===== config.mk =====
export PLATFORM = sky130hd
export DESIGN_NAME = tick_sample_fifo
export DESIGN_NICKNAME = d
export VERILOG_FILES = /design/src/rtl/tick_sample_fifo.sv
export SDC_FILE = /design/constraint.sdc
export NUM_CORES = 1
export LEC_CHECK = 0
export ABC_CLOCK_PERIOD_IN_PS = 3200
export CAP_MARGIN = 20
export CORE_MARGIN = 3
export CORE_UTILIZATION = 55
export CTS_BUF_LIST = sky130_fd_sc_hd__clkbuf_4
export DETAILED_ROUTE_END_ITERATION = 6
export PLACE_DENSITY = 0.88
export SLEW_MARGIN = 20
export SYNTH_ARGS = -nofsm -noshare
export SYNTH_HDL_FRONTEND = slang
export SYNTH_SLANG_ARGS = --single-unit

===== constraint.sdc =====
create_clock -name clk -period 3.2 [get_ports clk]
set_input_delay 0.64 -clock clk [delete_from_list [all_inputs] [get_ports clk]]
set_output_delay 0.64 -clock clk [all_outputs]
set_load 0.005 [all_outputs]

===== src/rtl/tick_sample_fifo.sv =====
// Turns each rising edge of the divided sample clock into a one-cycle strobe and
// captures the sample word into a show-ahead FIFO drained over valid/ready.
module tick_sample_fifo #(
    parameter int DATA_W = 16,
    parameter int DEPTH  = 8,
    parameter int CNT_W  = 8
) (
    input  logic                     clk,
    input  logic                     rst_n,
    input  logic                     clk_div_in,
    input  logic                     enable,
    input  logic                     clr,
    input  logic [DATA_W-1:0]        sample_in,
    output logic [DATA_W-1:0]        out_data,
    output logic                     out_valid,
    input  logic                     out_ready,
    output logic                     tick_o,
    output logic [$clog2(DEPTH):0]   level,
    output logic                     overflow,
    output logic [CNT_W-1:0]         drop_cnt
);

    localparam int PTR_W = $clog2(DEPTH);
    localparam int LVL_W = PTR_W + 1;

    logic [DATA_W-1:0] mem [DEPTH];
    logic [PTR_W-1:0]  wr_ptr;
    logic [PTR_W-1:0]  rd_ptr;
    logic              prev_div;
    logic              tick;
    logic              pop;
    logic              full;
    logic              wr_en;
    logic              drop;

    assign tick      = clk_div_in & ~prev_div & enable;
    assign out_valid = (level != '0);
    assign out_data  = mem[rd_ptr];
    assign pop       = out_valid & out_ready;
    assign full      = (level == LVL_W'(DEPTH));
    // A pop in the same cycle frees the slot, so a full FIFO still accepts the tick.
    assign wr_en     = tick & ~clr & (~full | pop);
    assign drop      = tick & ~clr & full & ~pop;

    always_ff @(posedge clk or negedge rst_n) begin
        if (!rst_n) begin
            prev_div <= 1'b0;
            tick_o   <= 1'b0;
        end else begin
            prev_div <= clk_div_in;
            tick_o   <= tick;
        end
    end

    always_ff @(posedge clk or negedge rst_n) begin
        if (!rst_n) begin
            wr_ptr   <= '0;
            rd_ptr   <= '0;
            level    <= '0;
            overflow <= 1'b0;
            drop_cnt <= '0;
        end else if (clr) begin
            wr_ptr   <= '0;
            rd_ptr   <= '0;
            level    <= '0;
            overflow <= 1'b0;
            drop_cnt <= '0;
        end else begin
            if (wr_en) wr_ptr <= wr_ptr + 1'b1;
            if (pop)   rd_ptr <= rd_ptr + 1'b1;
            case ({wr_en, pop})
                2'b10:   level <= level + 1'b1;
                2'b01:   level <= level - 1'b1;
                default: level <= level;
            endcase
            if (drop) begin
                overflow <= 1'b1;
                if (drop_cnt != '1) drop_cnt <= drop_cnt + 1'b1;
            end
        end
    end

    always_ff @(posedge clk) begin
        if (wr_en) mem[wr_ptr] <= sample_in;
    end

endmodule


==> results of run 1 <==
## tightest hold or removal path, cell delays in order (launching register included)
cell and delay, ps:
dfrtp_1 370, a31oi_1 50, nor2_1 80
## through the flow
step	cells	TNS [ps]	setup slack [ps]	area [um^2]	util, %
finish	544	0	45.8	7260	69.3
global route	544	-168	-34.1	7260	69.3
CTS	540	0	4.54	7150	68.3
detailed placement	506	0	369	6840	65.4
global placement	506	0	460	6840	65.4
floorplan	312	0	309	6010	-
## worst paths after layout
path / startpoint / endpoint
max: rd_ptr[0]$_DFFE_PN0P_ / out_data[1]
min: overflow$_DFFE_PN0P_ / overflow$_DFFE_PN0P_
max reg2reg: level[1]$_DFFE_PN0P_ / level[3]$_DFFE_PN0P_
min reg2reg: overflow$_DFFE_PN0P_ / overflow$_DFFE_PN0P_
max in group asynchronous: rst_n / rd_ptr[0]$_DFFE_PN0P_
min in group asynchronous: rst_n / drop_cnt[1]$_DFFE_PN0P_
## cell usage in the layout, fill, tap and decap left out, drive strengths merged, types with 4 or more instances in the layout
cell type | synthesis | routed
a21oi | 10 | 10
buf | 6 | 24
clkbuf | 8 | 19
clkdlybuf4s50 | 0 | 46
clkinv | 0 | 5
dfrtp | 21 | 21
dlymetal6s2s | 0 | 6
edfxtp | 128 | 128
ha | 5 | 5
inv | 4 | 11
mux2 | 19 | 19
mux4 | 32 | 32
nand2 | 11 | 11
nand2b | 4 | 4
nand3 | 7 | 7
nor2 | 17 | 17
o41ai | 4 | 4
or4 | 4 | 4
## power by group through the flow
stage | clock, uW | sequential [uW] | combinational [uW]
global placement | 0 | 2230 | 621
global route | 1290 | 2200 | 756
finish | 1180 | 2190 | 698
CTS | 1200 | 2190 | 653
detailed placement | 0 | 2240 | 638
floorplan | 0 | 2220 | 374
## state kept, by name, indices dropped and copies added (netlist names)
register,cells
drop_cnt,8
level,4
mem,128
overflow,1
prev_div,1
rd_ptr,3
tick_o,1
wr_ptr,3
## layout make-up
type	count	area (um^2)	share of cell area [%]
clock buffer	17	128	1.76
clock inverter	15	168	2.31
inverter	4	15.0	0.207
multi-input combinational	145	1580	21.7
sequential	149	4370	60.2
tap	136	170	2.35
timing repair buffer	78	828	11.4
## kinds of logic (layout without fill, tap and decap cells)
group	after synthesis	count (layout)	share of synthesized area, %
buffers and inverters	18	114	1.23
AO/OA/AOI/OAI	25	25	3.02
multiplexers	54	54	16.1
adder cells (fa/ha/maj)	6	6	1.37
AND/OR/NAND/NOR	55	55	4.89
flip-flops	149	149	72.7
XOR/XNOR	5	5	0.729
## what timing repair did
item / in CTS / in global routing
hold endpoints to repair: 0 / 0
setup endpoints to repair: 14 / 6
cloned: 0 / 2
buffers inserted: 2 / 2
hold buffers: 0 / 0
gates resized for setup: 0 / 9
## routing by layer
layer	up-vias	track usage [%]	share of wire [%]
li1	1432	-	-
met5	-	0	0
met1	1668	25.4	39
met4	0	5.09	1.7
met3	21	5.81	6.1
met2	141	32.1	53
==> impl_metrics.tcl, run 1 <==
set metrics [dict create \
    crit_fanout 9 \
    grt_antenna_before_repair 0 \
    yosysWarnings 0 \
    placeableCoreArea_um2 10500 \
    hold_class "reg2reg" \
    clk_latency_ps 530 \
    grt_max_degree 22 \
    avgSynthCellArea_um2 19.3 \
    synth_flop_cell "edfxtp_1" \
    setup-violations-final 0 \
    yosys-top-cells-area "edfxtp_1 64%, mux4_2 12%, dfrtp_1 8.7%" \
    grtUsageTotal_pct 19.4 \
    cp-end-kind "primary output" \
    dr.pass1.iters 5 \
    p_int_uw 3030 \
    status "finished clean" \
    irDropWorstVdd_mv 0.281 \
    die_area_um2 12200 \
    fp.dieW_um 111 \
    yosys-top-cells-count "128 x edfxtp_1, 32 x mux4_2, 21 x dfrtp_1" \
    async_reset_ff_share_pct 14.1 \
    path_delay_family "multiplexers" \
    crit_slowest_cell "mux4_2" \
    seqPwrFrac_pct 53.8 \
    synth_cell_types 42 \
    area_growth_pct 20.7 \
    die_h_um 111 \
    worstSetupPathType "reg2out" \
    path_depth 5 \
    p_switching_uw 1040 \
    synth.most_common_cell "edfxtp_1" \
    min_path_cells 2 \
    post-route-period-util_pct 98.6 \
    drt-total-wl_um 12000 \
    ioPinCount 53 \
    max_stage_delay_ps 520 \
    drc 0 \
    seq_area_frac_synth_pct 72.7 \
    clkPwrFrac_pct 29.0 \
    ys_ff_latch 149 \
    root_buffer "clkbuf_4" \
    drive_gt1_share_pct 27.5 \
    ff2ff_setup_slack_ps 590 \
    required_ps 2560 \
    swShare_pct 25.5 \
    hold_viol_final 0 \
    syn_inst 312 \
    netlist_area_um2 6010 \
    r2r_cells 7 \
    rows 37 \
    layout.nets 423 \
    maxSlewViolCount 0 \
    finClkSkew_ps 19.4 \
    grt_pass1_wl_um 18100 \
    power_uw 4070 \
    synth_nets 340 \
    first_iter_violations 286 \
    cts_tree "built" \
    p_comb_share_pct 17.2 \
    max_freq_ghz 0.317 \
    grt-ovfl-total 0 \
    initial_core_util_pct 57.4 \
    leakagePower_uw 0.00249 \
    clock_sinks 149 \
    grt_pass1_vias 3278 \
    period_minus_slack_ps 3150 \
    path_cells "buf_12, clkbuf_16, mux4_2, mux2_2, clkdlybuf4s50_1" \
    drtAntennaViolNets 0 \
    n_fill_cell 636 \
    wl_per_cell_um 22.0 \
    path_clk_slew_ps 130 \
    clock_path_buffers 2 \
    hold_ws_ps 524 \
    synth_edf_count 128 \
    dp_hpwl_um 7290 \
    h-tree-depth 4 \
    yosysTopAreaCell "edfxtp_1" \
    port_buffers 52 \
    crit_buf_inv 3 \
    via_per_inst 6.00 \
    slew_headroom_pct 37.2 \
    cts-buffers-inserted 17 \
    worst_pin_slew_ps 939 \
    via_count 3262 \
    powerDensity_nw_per_um2 561 \
    gp_congestion 0.806 \
    synth_top_area_share_pct 64.0 \
    worstSetupStartpointType "flop" \
    cp.arrival_ps 2510 \
    drv_cap 0 \
    diodes 0 \
]
No activity file was read; power rests on OpenSTA's default activity.
==> inputs of run 2 (changes only) <==
- TNS_END_PERCENT: unset -> 50
==> results of run 2 <==
Final layout, timing and power as in run 1 (identical DEF).
